<file path="src/rtl/ravenoc_pkg.sv">
// Shared flit-format definitions and arbiter state encoding for the router output stage.
package ravenoc_pkg;
    localparam int FLIT_W   = 34;
    localparam int VC_ID_W  = 2;

    localparam logic [1:0] HEAD_FLIT = 2'b00;
    localparam logic [1:0] BODY_FLIT = 2'b01;
    localparam logic [1:0] TAIL_FLIT = 2'b11;
    localparam logic [1:0] RSVD_FLIT = 2'b10;

    localparam int TYPE_MSB = 33;
    localparam int TYPE_LSB = 32;
    localparam int SIZE_MSB = 29;
    localparam int SIZE_LSB = 22;

    typedef enum logic {
        ST_UNLOCKED = 1'b0,
        ST_LOCKED   = 1'b1
    } arb_state_t;
endpackage

</file>
<file path="src/rtl/rr_arbiter.sv">
// Combinational round-robin arbiter: the first requester at or after i_ptr
// (wrapping modulo N) wins; nothing is granted while i_en is low.
module rr_arbiter
    import ravenoc_pkg::*;
#(
    parameter int N = 3
) (
    input  logic [N-1:0]         i_req,
    input  logic [VC_ID_W-1:0]   i_ptr,
    input  logic                 i_en,
    output logic [N-1:0]         o_gnt,
    output logic [VC_ID_W-1:0]   o_idx
);
    always_comb begin
        logic [VC_ID_W:0] w_sum;
        logic             w_found;
        o_gnt   = '0;
        o_idx   = '0;
        w_found = 1'b0;
        w_sum   = '0;
        for (int k = 0; k < N; k++) begin
            // i_ptr < N and k < N, so one subtraction is enough to wrap
            w_sum = {1'b0, i_ptr} + (VC_ID_W+1)'(k);
            if (w_sum >= (VC_ID_W+1)'(N)) begin
                w_sum = w_sum - (VC_ID_W+1)'(N);
            end
            if (i_en && !w_found && i_req[w_sum[VC_ID_W-1:0]]) begin
                w_found                      = 1'b1;
                o_gnt[w_sum[VC_ID_W-1:0]]    = 1'b1;
                o_idx                        = w_sum[VC_ID_W-1:0];
            end
        end
    end
endmodule

</file>
<file path="src/rtl/vc_out_arbiter.sv">
// Router input-port output stage: round-robin over VC head flits with wormhole
// lock, feeding a single valid/ready output register.
//
//   state       | meaning
//   ST_UNLOCKED | any valid VC may win, round-robin from r_rr_ptr
//   ST_LOCKED   | only r_lock_vc is eligible until its tail flit passes
module vc_out_arbiter #(
    parameter int NUM_VC = 3,
    parameter int FLIT_W = ravenoc_pkg::FLIT_W
) (
    input  logic                     clk,
    input  logic                     arst,
    input  logic [NUM_VC*FLIT_W-1:0] fdata_i,
    input  logic [NUM_VC-1:0]        valid_i,
    output logic [NUM_VC-1:0]        ready_o,
    output logic [FLIT_W-1:0]        fdata_o,
    output logic [1:0]               vc_id_o,
    output logic                     valid_o,
    input  logic                     ready_i,
    output logic                     error_o
);
    import ravenoc_pkg::*;

    arb_state_t           r_state, w_state_nxt;
    logic [VC_ID_W-1:0]   r_lock_vc, w_lock_vc_nxt;
    logic [VC_ID_W-1:0]   r_rr_ptr, w_rr_ptr_nxt;
    logic [FLIT_W-1:0]    r_fdata;
    logic [VC_ID_W-1:0]   r_vc_id;
    logic                 r_valid;
    logic                 r_error;

    logic                 w_ld;
    logic [NUM_VC-1:0]    w_req;
    logic [NUM_VC-1:0]    w_gnt;
    logic [VC_ID_W-1:0]   w_gidx;
    logic                 w_any;
    logic [FLIT_W-1:0]    w_flit;
    logic [1:0]           w_ftype;
    logic [7:0]           w_fsize;
    logic                 w_err;

    assign w_ld = !r_valid || ready_i;

    always_comb begin
        w_req = valid_i;
        if (r_state == ST_LOCKED) begin
            w_req            = '0;
            w_req[r_lock_vc] = valid_i[r_lock_vc];
        end
    end

    rr_arbiter #(.N(NUM_VC)) u_rr_arbiter (
        .i_req (w_req),
        .i_ptr (r_rr_ptr),
        .i_en  (w_ld),
        .o_gnt (w_gnt),
        .o_idx (w_gidx)
    );

    assign w_any   = |w_gnt;
    assign w_flit  = fdata_i[w_gidx*FLIT_W +: FLIT_W];
    assign w_ftype = w_flit[TYPE_MSB:TYPE_LSB];
    assign w_fsize = w_flit[SIZE_MSB:SIZE_LSB];

    always_comb begin
        w_state_nxt   = r_state;
        w_lock_vc_nxt = r_lock_vc;
        w_rr_ptr_nxt  = r_rr_ptr;
        w_err         = 1'b0;
        if (w_any) begin
            case (w_ftype)
                HEAD_FLIT: begin
                    if (r_state == ST_UNLOCKED) begin
                        w_rr_ptr_nxt = (w_gidx == VC_ID_W'(NUM_VC-1)) ? '0 : w_gidx + 2'd1;
                        if (w_fsize != 8'd0) begin
                            w_state_nxt   = ST_LOCKED;
                            w_lock_vc_nxt = w_gidx;
                        end
                    end else begin
                        w_err = 1'b1;
                    end
                end
                BODY_FLIT: w_err = (r_state == ST_UNLOCKED);
                TAIL_FLIT: begin
                    if (r_state == ST_UNLOCKED) w_err = 1'b1;
                    else                        w_state_nxt = ST_UNLOCKED;
                end
                default: w_err = 1'b1;
            endcase
        end
    end

    always_ff @(posedge clk or negedge arst) begin
        if (!arst) begin
            r_state   <= ST_UNLOCKED;
            r_lock_vc <= '0;
            r_rr_ptr  <= '0;
        end else begin
            r_state   <= w_state_nxt;
            r_lock_vc <= w_lock_vc_nxt;
            r_rr_ptr  <= w_rr_ptr_nxt;
        end
    end

    // error_o pulses with the flit's first appearance, even if the output then stalls
    always_ff @(posedge clk or negedge arst) begin
        if (!arst) begin
            r_valid <= 1'b0;
            r_fdata <= '0;
            r_vc_id <= '0;
            r_error <= 1'b0;
        end else begin
            r_error <= w_any && w_err;
            if (w_ld) begin
                r_valid <= w_any;
                if (w_any) begin
                    r_fdata <= w_flit;
                    r_vc_id <= w_gidx;
                end
            end
        end
    end

    assign ready_o = w_gnt;
    assign fdata_o = r_fdata;
    assign vc_id_o = r_vc_id;
    assign valid_o = r_valid;
    assign error_o = r_error;
endmodule

</file>
<file path="config.mk">
export PLATFORM = sky130hd
export DESIGN_NAME = vc_out_arbiter
export DESIGN_NICKNAME = d
export VERILOG_FILES = /design/src/rtl/ravenoc_pkg.sv /design/src/rtl/rr_arbiter.sv /design/src/rtl/vc_out_arbiter.sv
export SDC_FILE = /design/constraint.sdc
export NUM_CORES = 1
export LEC_CHECK = 0
export CAP_MARGIN = 15
export CORE_MARGIN = 2
export CORE_UTILIZATION = 27
export CTS_CLUSTER_DIAMETER = 80
export DETAILED_ROUTE_END_ITERATION = 16
export GPL_ROUTABILITY_DRIVEN = 1
export HOLD_SLACK_MARGIN = 0.12
export MAX_ROUTING_LAYER = met4
export PLACE_DENSITY_LB_ADDON = 0.15
export SLEW_MARGIN = 5
export SYNTH_ARGS = -nofsm -noshare
export SYNTH_HDL_FRONTEND = slang
export SYNTH_SLANG_ARGS = --single-unit
export TNS_END_PERCENT = 100
</file>
<file path="constraint.sdc">
create_clock -name clk -period 7.33 [get_ports clk]
set_clock_uncertainty 0.1 [all_clocks]
set_input_delay 0.733 -clock clk [delete_from_list [all_inputs] [get_ports clk]]
set_output_delay 0.733 -clock clk [all_outputs]
set_load 0.02 [all_outputs]
</file>
# Word level (Yosys, flattened, before mapping)
# Index checks and enable logic that the tools add are counted.
# word_totals
ff_bits,43
latch_bits,0
mem_bits_rw,0
romBits,0
input_bits,108
output_inout_bits,41
wordCells,91
n_memories,0
# classes
n_addsub,6
n_mul,1
div,0
order_cmp,11
eq_ne,3
shift,1
n_mux,36
n_bitwise,4
reduce_logical,22
# ops
operator,count
$shiftx A102 B9 Y34,1
$mux W1,15
$mux W2,7
$lt A2 B3 Y1 const B,4
$mux W3,4
$logic_and A1 B1 Y1,10
$bmux W1 S2,4
$demux W1 S2,4
$ge A2 B1 Y1 const B,4
$reduce_bool A8 Y1,1
$mul A2 B5 Y7 const B,1
$ge A3 B2 Y1 const B,2
$or A3 B3 Y3,2
$sub A2 B2 Y2 const B,3
$eq A2 B2 Y1 const B,2
$reduce_and A2 Y1,2
$reduce_and A4 Y1,1
$add A2 B1 Y3 const B,1
$add A2 B2 Y3 const B,1
$and A3 B3 Y3,1
$logic_not A1 Y1,3
$pmux W1 S3,1
$reduce_and A3 Y1,1
$reduce_or A3 Y1,1
other kinds (8),8

# Logic depth before layout (Yosys ltp)
# Gate-level depths: netlist of the first run.
# depth
word_depth,24
depth_mapped,15
depth_no_buf,12

# By module
# From an unflattened synthesis of the first run, not the netlist that was laid out.
# unflattened
cells_unflattened,292
hier_area_um2,2697.6
# by_module_without_submodules
module,n_inst,cells_each,area_each_um2,seq_area_each_um2
vc_out_arbiter,1,252,2404.8,1076.0
rr_arbiter,1,40,292.8,0.0

# Least setup slack after synthesis of the first run
# No wires, ideal clock.
# synth_path
kind,input -> register
from,input valid_i[0]
to,register r_lock_vc[0]
setup_time_ns,0.128
arrival_time_ns,3.153
required_time_ns,7.102
setup_slack_ns,3.949
stages,12
path_buffers,2
path_cell_list,or4b_1 -> o221a_2 -> nor3b_4 -> o211a_1 -> buf_4 -> clkbuf_1 -> a22o_1 -> a21o_1 -> inv_1 -> ha_1 -> o2111a_1 -> mux2_1
# synth_between
elab_chain_len,20
elab_cells_between_ends,33
# synth_rtl
element,line_no,source
start: declaration,vc_out_arbiter.sv:14,"input logic [NUM_VC-1:0] valid_i,"
$bmux W1 S2,vc_out_arbiter.sv:48,w_req[r_lock_vc] = valid_i[r_lock_vc];
$mux W1 (not written as such),vc_out_arbiter.sv:48,
$and A3 B3 Y3 (no source line),-,
$mux W3 (*),vc_out_arbiter.sv:46,if (r_state == ST_LOCKED) begin
$bmux W1 S2,rr_arbiter.sv:27,if (i_en && !w_found && i_req[w_sum[VC_ID_W-1:0]]) begin
$mux W1 (not written as such),rr_arbiter.sv:27,
$logic_and A1 B1 Y1,rr_arbiter.sv:27,
$mux W1,rr_arbiter.sv:27,
[... 4 more ...],-,
$logic_not A1 Y1,rr_arbiter.sv:27,
$logic_and A1 B1 Y1 (2 in a row),rr_arbiter.sv:27,
$mux W2 (*),rr_arbiter.sv:27,
$mul A2 B5 Y7 (*),vc_out_arbiter.sv:61,assign w_flit = fdata_i[w_gidx*FLIT_W +: FLIT_W];
$shiftx A102 B9 Y34 (*),vc_out_arbiter.sv:61,
named net w_flit[32],vc_out_arbiter.sv:37,logic [FLIT_W-1:0] w_flit;
$logic_not A2 Y1 (*),vc_out_arbiter.sv:71,case (w_ftype)
$reduce_and A4 Y1 (no source line) (*),-,
end signal: assignment,vc_out_arbiter.sv:100,r_lock_vc <= w_lock_vc_nxt;
end: declaration,vc_out_arbiter.sv:25,"logic [VC_ID_W-1:0] r_lock_vc, w_lock_vc_nxt;"
# Mark *: on every way through the listed nets, which the timed path passes. The rest lies on a longest branch. The select of a mux whose other input is x is not followed.
# A chain may end at the register's enable or synchronous reset.

# Worst setup path in the final report of the first run
# layout_path
from,input valid_i[2]
to,output ready_o[0]
# layout_between
elab_chain_len,16
elab_cells_between_ends,24
# layout_rtl
element,line_no,source
$bmux W1 S2,vc_out_arbiter.sv:48,
$mux W1 (not written as such),vc_out_arbiter.sv:48,
$and A3 B3 Y3 (no source line),-,
$mux W3 (*),vc_out_arbiter.sv:46,
$bmux W1 S2,rr_arbiter.sv:27,
$mux W1 (not written as such),rr_arbiter.sv:27,
$logic_and A1 B1 Y1,rr_arbiter.sv:27,
$mux W1,rr_arbiter.sv:27,
$logic_not A1 Y1,rr_arbiter.sv:27,
$logic_and A1 B1 Y1 (2 in a row),rr_arbiter.sv:27,
$mux W1,rr_arbiter.sv:27,
$logic_not A1 Y1,rr_arbiter.sv:27,
$logic_and A1 B1 Y1 (2 in a row),rr_arbiter.sv:27,
$mux W3 (*),rr_arbiter.sv:27,
end: declaration,vc_out_arbiter.sv:15,"output logic [NUM_VC-1:0] ready_o,"
# Every way passes the cells marked *; elsewhere a longest branch is shown, timed or not. The select of a mux whose other input is x is not followed.

==> results of run 1 <==
==> cell usage in the layout, fill, tap and decap left out, types with 3 or more instances in the layout <==
| cell type | count |
|---|---|
| clkdlybuf4s50_1 | 147 |
| nand2b_1 | 4 |
| dfrtp_1 | 43 |
| inv_1 | 14 |
| ha_1 | 7 |
| mux2_2 | 12 |
| clkbuf_8 | 5 |
| and3_1 | 8 |
| a31oi_1 | 26 |
| o311ai_1 | 8 |
| buf_4 | 3 |
| nand3_1 | 5 |
| o21ai_0 | 13 |
| a21oi_1 | 7 |
| nor2_1 | 26 |
| nand2_1 | 42 |
| a22oi_1 | 24 |
| o211ai_1 | 4 |
| mux2i_1 | 3 |
| mux2_1 | 4 |
==> layer usage <==
layer | global-route usage [%] | vias to the layer above
met5 | - | -
met4 | 3.96 | 0
met3 | 4.14 | 6
met2 | 27.2 | 135
met1 | 21.1 | 1313
li1 | - | 1426
==> metrics by stage <==
stage | power, W | cell area, sq um | util, % | setup slack [ns] | instances
floorplan | 0.00113 | 2730 | - | 3.95 | 313
global placement | 0.00154 | 4310 | 44.1 | 2.62 | 573
detailed placement | 0.00155 | 4310 | 44.1 | 2.52 | 573
CTS | 0.00177 | 4450 | 45.5 | 2.80 | 581
global route | 0.00189 | 4450 | 45.5 | 2.48 | 581
finish | 0.00176 | 4450 | 45.5 | 2.77 | 581
==> registers in the layout, summed over array words and instances (netlist names) <==
name	flops
vc_id_o	2
error_o	1
r_rr_ptr	2
fdata_o	34
valid_o	1
r_state	1
r_lock_vc	2
==> power by group through the flow <==
stage	clock [W]	combinational, W	sequential (W)
final	0.000218	0.00111	0.000431
after CTS	0.000222	0.00112	0.000433
after global placement	0	0.00111	0.000432
after floorplan	0	0.000578	0.000549
after detailed placement	0	0.00111	0.000436
after global routing	0.000234	0.00121	0.000448
==> path summary, 6_finish.rpt <==
kind / slack [ns] / start / end / cells past startpoint
max in group asynchronous: 6.04 / arst / fdata_o[7] / 1
min reg2reg: 0.40 / vc_id_o[0] / vc_id_o[0] / 1
min in group asynchronous: 0.47 / arst / vc_id_o[1] / 1
max: 2.77 / valid_i[2] / ready_o[0] / 6
min: 0.40 / vc_id_o[0] / vc_id_o[0] / 1
max reg2reg: 2.96 / r_rr_ptr[0] / r_lock_vc[0] / 13
==> layout make-up <==
cell class                 count  share of cell area [%]
clock buffer                   6                    1.63
multi-input combinational    229                    33.9
tap                          133                    3.74
sequential                    43                    24.2
clock inverter                 2                    1.35
timing repair buffer         151                    33.7
inverter                      17                    1.44
==> cell families (layout without fill, tap and decap cells) <==
family,count (synthesis),after routing
AOI/OAI and AO/OA,106,106
muxes,19,19
and+or+nand+nor,97,97
DFF,43,43
adders and majority gates,7,7
buffers and inverters,41,176
==> flow_metrics.env, run 1 <==
export IMPL_synthFlopType="dfrtp_1"
export IMPL_synth_seq_area_share_pct=39.4
export IMPL_path_cells="clkdlybuf4s50_1, a21boi_1, a31oi_1, a2111oi_0, o311a_1, clkdlybuf4s50_1"
export IMPL_core_rowCount=36
export IMPL_core_sq_um=9770
export IMPL_vias_per_cell=4.96
export IMPL_synth_xor_area_share_pct=0
export IMPL_final_setup_viol_count=0
export IMPL_maxCapViolCount=0
export IMPL_drtIter0Drc=185
export IMPL_final_hold_viol_count=0
export IMPL_fin_tns_setup_ns=0
export IMPL_drt_met1_wl_um=3960
export IMPL_insertion_delay_ns=0.30
export IMPL_post_cts_buffers=0
export IMPL_sw_frac_of_total_pct=43.7
export IMPL_cts_sinks=43
export IMPL_start_util_pct=27.9
export IMPL_status="finished, final reports clean"
export IMPL_area_growth_pct=63.0
export IMPL_yosys_area_share_simple_pct=16.4
export IMPL_cts_buffers=5
export IMPL_critPathKind="in2out"
export IMPL_synth_distinct_cells=53
export IMPL_tightest_slew_ns=1.09
export IMPL_gp_congestion=0.936
export IMPL_yosys_top_cells_count="dfrtp_1 (43), nand2_1 (42), nor2_1 (27), a31oi_1 (26), a22oi_1 (24)"
export IMPL_antenna_cells=0
export IMPL_htree_levels=2
export IMPL_slowest_stage="a21boi_1"
export IMPL_p_seq_share_pct=24.5
export IMPL_internal_power_w=0.000989
export IMPL_portBuffers=148
export IMPL_ff_latch_area_sq_um=1080
export IMPL_synthesis_nets=428
export IMPL_cpMostUsedCell="clkdlybuf4s50_1"
export IMPL_drc_errors=0
export IMPL_cp_arrival_ns=3.72
export IMPL_async_reset_ff_share_pct=100
export IMPL_boundaryPins=149
export IMPL_route_top_layer_used="met4"
export IMPL_syn_avg_cell_area_sq_um=8.71
export IMPL_grt_pass1_wl_um=14500
export IMPL_p_leak_nw=1.78
export IMPL_slew_headroom_pct=26.9
export IMPL_hold_class="reg2reg"
export IMPL_dp_hpwl_um=6720
export IMPL_cts_max_path_buffers=2
export IMPL_synth_mux_area_share_pct=7.71
export IMPL_fin_crit_sh_pct=62.1
export IMPL_worst_ir_drop_vdd_v=0.000163
export IMPL_grt_overflow=0
export IMPL_ys_warn_count=0
export IMPL_start_kind="input port"
export IMPL_grt_pass1_vias=2932
export IMPL_synth_seq_cells=43
export IMPL_grt_max_degree=47
export IMPL_drt_first_pass_iters=4
export IMPL_report_final_slew_viol_count=0
export IMPL_cts_clk_slew_worst_paths_ns=0.08
export IMPL_tritoncts="done"
export IMPL_synth_edff_count=0
export IMPL_cts_hold_buf=0
export IMPL_critPathMaxStageDelay_ns=0.91
export IMPL_synth_top_family_by_area="compound AO/OA/AOI/OAI gates"
export IMPL_vias=2880
export IMPL_synthMostInstantiatedCell="dfrtp_1"
export IMPL_wl_um=8980
export IMPL_yosys_top_cells_area="dfrtp_1 (39%), a22oi_1 (6.6%), a31oi_1 (6.0%)"
export IMPL_synth_top_cell_by_area="dfrtp_1"
export IMPL_rsz0062_at_grt="false"
export IMPL_crit_family="compound AO/OA/AOI/OAI gates"
export IMPL_pwr_share_clk_pct=12.4
export IMPL_critPathRequiredTime_ns=6.50
export IMPL_grt_total_usage_pct=16.8
export IMPL_ant_nets=0
export IMPL_fmax_ghz=0.220
export IMPL_synth_top_cell_area_share_pct=39.4
export IMPL_cts_root_buf="clkbuf_8"
export IMPL_path_buf_inv=2
export IMPL_fin_nets=562
export IMPL_wl_met3_um=759
export IMPL_fill_cells=985
export IMPL_power_density_nw_per_um2=395
export IMPL_crit_fanout=15
export IMPL_antenna_found_initial=0
export IMPL_die_w_um=105
export IMPL_combinationalPowerShare_pct=63.1
export IMPL_die_h_um=105
export IMPL_fin_hold_ws_ns=0.396
export IMPL_multi_input_area_sq_um=1510
export IMPL_synthAdderAreaFrac_pct=3.21
export IMPL_fin_crit_ns=4.56
export IMPL_crit_path_end_kind="output port"
export IMPL_drive_gt1_share_pct=7.14
export IMPL_synth_compound_area_share_pct=27.2
export IMPL_die_area_sq_um=10900
export IMPL_post_cts_resized=0
export IMPL_met2WireLength_um=4180
export IMPL_syn_area_sq_um=2730
export IMPL_routedWlPerCell_um=15.5
export IMPL_p_switching_w=0.000768
export IMPL_netlist_instances=313
(Power assumes the default switching activity.)
==> run 2, diff against run 1 <==
==> constraint.sdc (replaced) <==
create_clock -name clk -period 3.7 [get_ports clk]
set_clock_uncertainty 0.1 [all_clocks]
set_input_delay 0.37 -clock clk [delete_from_list [all_inputs] [get_ports clk]]
set_output_delay 0.37 -clock clk [all_outputs]
set_load 0.02 [all_outputs]
==> flow_metrics.env, run 2 (synthesized netlist as in run 1, its figures left out) <==
export IMPL_power_density_nw_per_um2=765
export IMPL_slew_headroom_pct=36.0
export IMPL_fmax_ghz=0.286
export IMPL_r2r_end="r_lock_vc[1]"
export IMPL_vias_per_cell=4.88
export IMPL_wl_um=8880
export IMPL_ant_nets=0
export IMPL_cts_root_buf="clkbuf_8"
export IMPL_sw_frac_of_total_pct=44.6
export IMPL_routedWlPerCell_um=14.9
export IMPL_largest_reg_flops=34
export IMPL_gp_congestion=0.919
export IMPL_drive_gt1_share_pct=10.2
export IMPL_report_final_slew_viol_count=0
export IMPL_fill_cells=969
export IMPL_rsz0062_at_grt="false"
export IMPL_slowest_stage="or4b_1"
export IMPL_final_hold_viol_count=0
export IMPL_multi_input_area_sq_um=1510
export IMPL_crit_fanout=37
export IMPL_cts_buffers=5
export IMPL_fin_nets=576
export IMPL_maxCapViolCount=0
export IMPL_reg2reg_depth=13
export IMPL_finalPower_w=0.00347
export IMPL_final_common_cell="clkdlybuf4s50_1"
export IMPL_worst_ir_drop_vdd_v=0.000375
export IMPL_drc_errors=0
export IMPL_fin_crit_sh_pct=94.5
export IMPL_cts_sinks=43
export IMPL_die_h_um=105
export IMPL_drt_first_pass_iters=4
export IMPL_p_seq_share_pct=24.4
export IMPL_boundaryPins=149
export IMPL_start_util_pct=27.9
export IMPL_final_setup_viol_count=0
export IMPL_antenna_cells=0
export IMPL_fin_crit_ns=3.50
export IMPL_path_cells="inv_1, ha_1, or4b_1, o221a_2, nor3b_4, o211a_1, buf_12, mux2i_1, o21ai_0, inv_1, ha_1, o2111a_1, mux2_1"
export IMPL_crit_path_end_kind="flop"
export IMPL_grt_total_usage_pct=16.6
export IMPL_r2r_start="r_rr_ptr[0]"
export IMPL_internal_power_w=0.00192
export IMPL_reg2reg_slack_ns=0.20
export IMPL_insertion_delay_ns=0.30
export IMPL_p_switching_w=0.00155
export IMPL_fin_tns_setup_ns=0
export IMPL_drtIter0Drc=148
export IMPL_cts_clk_slew_worst_paths_ns=0.09
export IMPL_die_area_sq_um=10900
export IMPL_area_growth_pct=66.3
export IMPL_antenna_found_initial=0
export IMPL_htree_levels=2
export IMPL_tritoncts="done"
export IMPL_start_kind="flop"
export IMPL_critPathKind="reg2reg"
export IMPL_tightest_slew_ns=0.960
export IMPL_vias=2906
export IMPL_hold_class="in2async"
export IMPL_critPathMaxStageDelay_ns=0.49
export IMPL_combinationalPowerShare_pct=66.7
export IMPL_status="finished, final reports clean"
export IMPL_critPathRequiredTime_ns=3.79
export IMPL_grt_max_degree=45
export IMPL_dp_hpwl_um=6790
export IMPL_final_cell_mix="clkdlybuf4s50_1 (147), dfrtp_1 (43), nand2_1 (42)"
export IMPL_portBuffers=148
export IMPL_cts_max_path_buffers=2
export IMPL_grt_pass1_wl_um=14500
export IMPL_core_sq_um=9770
export IMPL_p_leak_nw=1.83
export IMPL_core_rowCount=36
export IMPL_die_w_um=105
export IMPL_cp_arrival_ns=3.59
export IMPL_finish_utilization_pct=46.4
export IMPL_ff_latch_area_sq_um=1080
export IMPL_pwr_share_clk_pct=8.9
export IMPL_grt_pass1_vias=2991
export IMPL_grt_overflow=0
## run 2: layout make-up
type / instances / share of cell area [%]
Clock buffer: 5 / 1.52
Clock inverter: 3 / 0.524
Inverter: 17 / 1.41
Multi-Input combinational cell: 229 / 33.3
Sequential cell: 43 / 23.7
Tap cell: 133 / 3.67
Timing Repair Buffer: 165 / 35.9
## run 2: stage by stage
step	setup slack [ns]	cells	area (sq um)	hold WS, ns
floorplan	0.357	313	2730	-0.0256
global placement	0.154	586	4440	0.369
detailed placement	0.0630	586	4440	0.374
CTS	0.0526	594	4530	0.158
global route	0.0143	595	4540	0.188
finish	0.202	595	4540	0.116
## run 2: how the worst max path moves through the flow
| stage | cells after the start | startpoint | endpoint | slack, ns |
|---|---|---|---|---|
| finish | 13 | r_rr_ptr[0] | r_lock_vc[1] | 0.20 |
| CTS | 13 | r_rr_ptr[0] | r_rr_ptr[1] | 0.05 |
| global placement | 11 | valid_i[2] | r_lock_vc[1] | 0.15 |
| detailed placement | 13 | r_rr_ptr[0] | r_lock_vc[1] | 0.06 |
| floorplan | 14 | r_rr_ptr[0] | r_lock_vc[0] | 0.36 |
| global route | 13 | r_rr_ptr[0] | r_rr_ptr[1] | 0.01 |
## run 2: power by group through the flow
stage / Combinational [W] / Clock [W] / Sequential (W)
2_1_floorplan: 0.00114 / 0 / 0.00109
3_3_place_gp: 0.00233 / 0 / 0.000848
3_5_place_dp: 0.00233 / 0 / 0.000854
4_1_cts: 0.00233 / 0.000322 / 0.000849
5_1_grt: 0.00253 / 0.000344 / 0.000884
6_report: 0.00232 / 0.000310 / 0.000846
## run 2: what timing repair did
item / 4_1_cts / 5_1_grt
hold buffers: 0 / 0
gates resized for setup: 0 / 0
buffers inserted: 0 / 1
setup endpoints to repair: 0 / 5
## run 2: per-layer routing
layer / up-vias / part of all wire [%] / global-route usage [%]
li1: 1449 / - / -
met1: 1319 / 45 / 21.4
met2: 129 / 46 / 26.4
met3: 9 / 7.8 / 3.82
met4: 0 / 1.4 / 3.96
met5: - / 0 / -
## run 2: worst max-delay path, delay by kind of cell (launching register included)
kind / cells / cell delay (ns)
AOI/OAI and AO/OA: 4 / 0.92
adders and majority gates: 2 / 0.52
buffers and inverters: 3 / 0.37
DFF: 1 / 0.40
muxes: 2 / 0.43
and+or+nand+nor: 2 / 0.65
==> run 3, diff against run 2 <==
--- a/config.mk
+++ b/config.mk
@@ -10,8 +10,9 @@
 export CORE_UTILIZATION = 27
 export CTS_CLUSTER_DIAMETER = 80
 export DETAILED_ROUTE_END_ITERATION = 16
+export DONT_BUFFER_PORTS = 1
 export GPL_ROUTABILITY_DRIVEN = 1
-export HOLD_SLACK_MARGIN = 0.12
+export HOLD_SLACK_MARGIN = 0.05
 export MAX_ROUTING_LAYER = met4
 export PLACE_DENSITY_LB_ADDON = 0.15
 export SLEW_MARGIN = 5
==> flow_metrics.env, run 3 (synthesized netlist as in run 1, its figures left out) <==
export IMPL_fin_tns_setup_ns=0
export IMPL_worst_ir_drop_vdd_v=0.000322
export IMPL_die_w_um=105
export IMPL_fin_crit_sh_pct=93.7
export IMPL_final_common_cell="dfrtp_1"
export IMPL_status="finished, final reports clean"
export IMPL_cts_sinks=43
export IMPL_drive_gt1_share_pct=15.5
export IMPL_sw_frac_of_total_pct=50.4
export IMPL_final_setup_viol_count=0
export IMPL_routedWlPerCell_um=17.7
export IMPL_grt_pass1_wl_um=12600
export IMPL_preCtsSetupSlack_ns=0.151
export IMPL_final_cell_mix="dfrtp_1 (43), nand2_1 (42), a31oi_1 (26), nor2_1 (26), a22oi_1 (24)"
export IMPL_p_switching_w=0.00147
export IMPL_insertion_delay_ns=0.31
export IMPL_p_leak_nw=1.26
export IMPL_core_rowCount=36
export IMPL_p_seq_share_pct=39.1
export IMPL_cts_buffers=5
export IMPL_drt_first_pass_iters=4
export IMPL_die_h_um=105
export IMPL_slew_headroom_pct=67.1
export IMPL_crit_path_end_kind="flop"
export IMPL_report_final_slew_viol_count=0
export IMPL_core_sq_um=9770
export IMPL_fin_crit_ns=3.47
export IMPL_drtIter0Drc=121
export IMPL_antenna_found_initial=0
export IMPL_wl_um=7960
export IMPL_rsz0062_at_grt="false"
export IMPL_internal_power_w=0.00145
export IMPL_cts_max_path_buffers=2
export IMPL_combinationalPowerShare_pct=49.6
export IMPL_grt_total_usage_pct=14.6
export IMPL_fmax_ghz=0.289
export IMPL_start_kind="flop"
export IMPL_power_density_nw_per_um2=941
export IMPL_grt_overflow=0
export IMPL_crit_fanout=13
export IMPL_gp_congestion=0.822
export IMPL_final_hold_viol_count=0
export IMPL_grt_pass1_vias=2285
export IMPL_hold_class="in2reg"
export IMPL_setup_ws_ns=0.234
export IMPL_vias=2395
export IMPL_grt_max_degree=44
export IMPL_maxCapViolCount=0
export IMPL_tightest_slew_ns=0.492
export IMPL_die_area_sq_um=10900
export IMPL_critPathRequiredTime_ns=3.80
export IMPL_cp_arrival_ns=3.57
export IMPL_htree_levels=2
export IMPL_finalPower_w=0.00291
export IMPL_largest_reg_flops=34
export IMPL_critPathKind="reg2reg"
export IMPL_cts_root_buf="clkbuf_8"
export IMPL_pwr_share_clk_pct=11.3
export IMPL_cts_clk_slew_worst_paths_ns=0.10
export IMPL_antenna_cells=0
export IMPL_boundaryPins=149
export IMPL_drc_errors=0
export IMPL_vias_per_cell=5.32
export IMPL_start_util_pct=27.9
export IMPL_fin_nets=431
export IMPL_tritoncts="done"
export IMPL_ant_nets=0
export IMPL_portBuffers=0
export IMPL_fin_hold_ws_ns=0.0931
export IMPL_dp_hpwl_um=6040
export IMPL_area_growth_pct=13.4
-- run 3: cell type report --
class / count / area [sq um]
Multi-Input combinational cell: 229 / 1510
Tap cell: 133 / 166
Clock buffer: 5 / 68.8
Sequential cell: 43 / 1080
Timing Repair Buffer: 20 / 185
Fill cell: 1064 / 6680
Clock inverter: 3 / 23.8
Inverter: 17 / 63.8
-- run 3: power by group through the flow --
| stage | clock (W) | combinational, W | sequential [W] |
|---|---|---|---|
| finish | 0.000328 | 0.00145 | 0.00114 |
| global route | 0.000358 | 0.00163 | 0.00117 |
| CTS | 0.000335 | 0.00145 | 0.00115 |
| detailed placement | 0 | 0.00144 | 0.00115 |
| global placement | 0 | 0.00144 | 0.00116 |
| floorplan | 0 | 0.00114 | 0.00109 |
-- run 3: path summary, 6_finish.rpt --
check	from	endpoint	slack, ns	cells after the start
worst max-delay path	r_rr_ptr[0]	r_lock_vc[0]	0.23	11
worst min-delay path	fdata_i[15]	fdata_o[15]	0.09	2
worst max register to register	r_rr_ptr[0]	r_lock_vc[0]	0.23	11
worst min register to register	r_rr_ptr[0]	r_rr_ptr[0]	0.49	1
max in group asynchronous	arst	fdata_o[30]	2.84	2
min in group asynchronous	arst	fdata_o[28]	0.45	2
-- run 3: timing repair --
action,4_1_cts,5_1_grt
setup buffers,0,2
resized for setup,0,3
setup endpoints to repair,0,18
endpoints found under the hold margin,43,0
hold buffers,2,0
-- run 3: critical path, stage by stage, from the launching register on --
cell	delay [ns]
dfrtp_1	0.40
inv_1	0.08
ha_1	0.23
buf_4	0.19
inv_1	0.15
nand2_1	0.13
o21ai_2	0.28
o211a_2	0.42
o311ai_1	0.16
or4_1	0.60
o2111a_1	0.29
mux2_1	0.32
-- run 3: metal layers --
layer,wire (um),GRT usage [%]
met1,3410,18.2
met3,706,4.57
met2,3760,23.4
met5,0,-
met4,82,3.19
-- run 3: stage by stage --
| step | cell area, sq um | utilization, % | std cells |
|---|---|---|---|
| after floorplan | 2730 | - | 313 |
| after global placement | 2940 | 30.0 | 438 |
| after CTS | 3070 | 31.4 | 448 |
| final | 3090 | 31.7 | 450 |
| after global routing | 3090 | 31.7 | 450 |
| after detailed placement | 2940 | 30.0 | 438 |
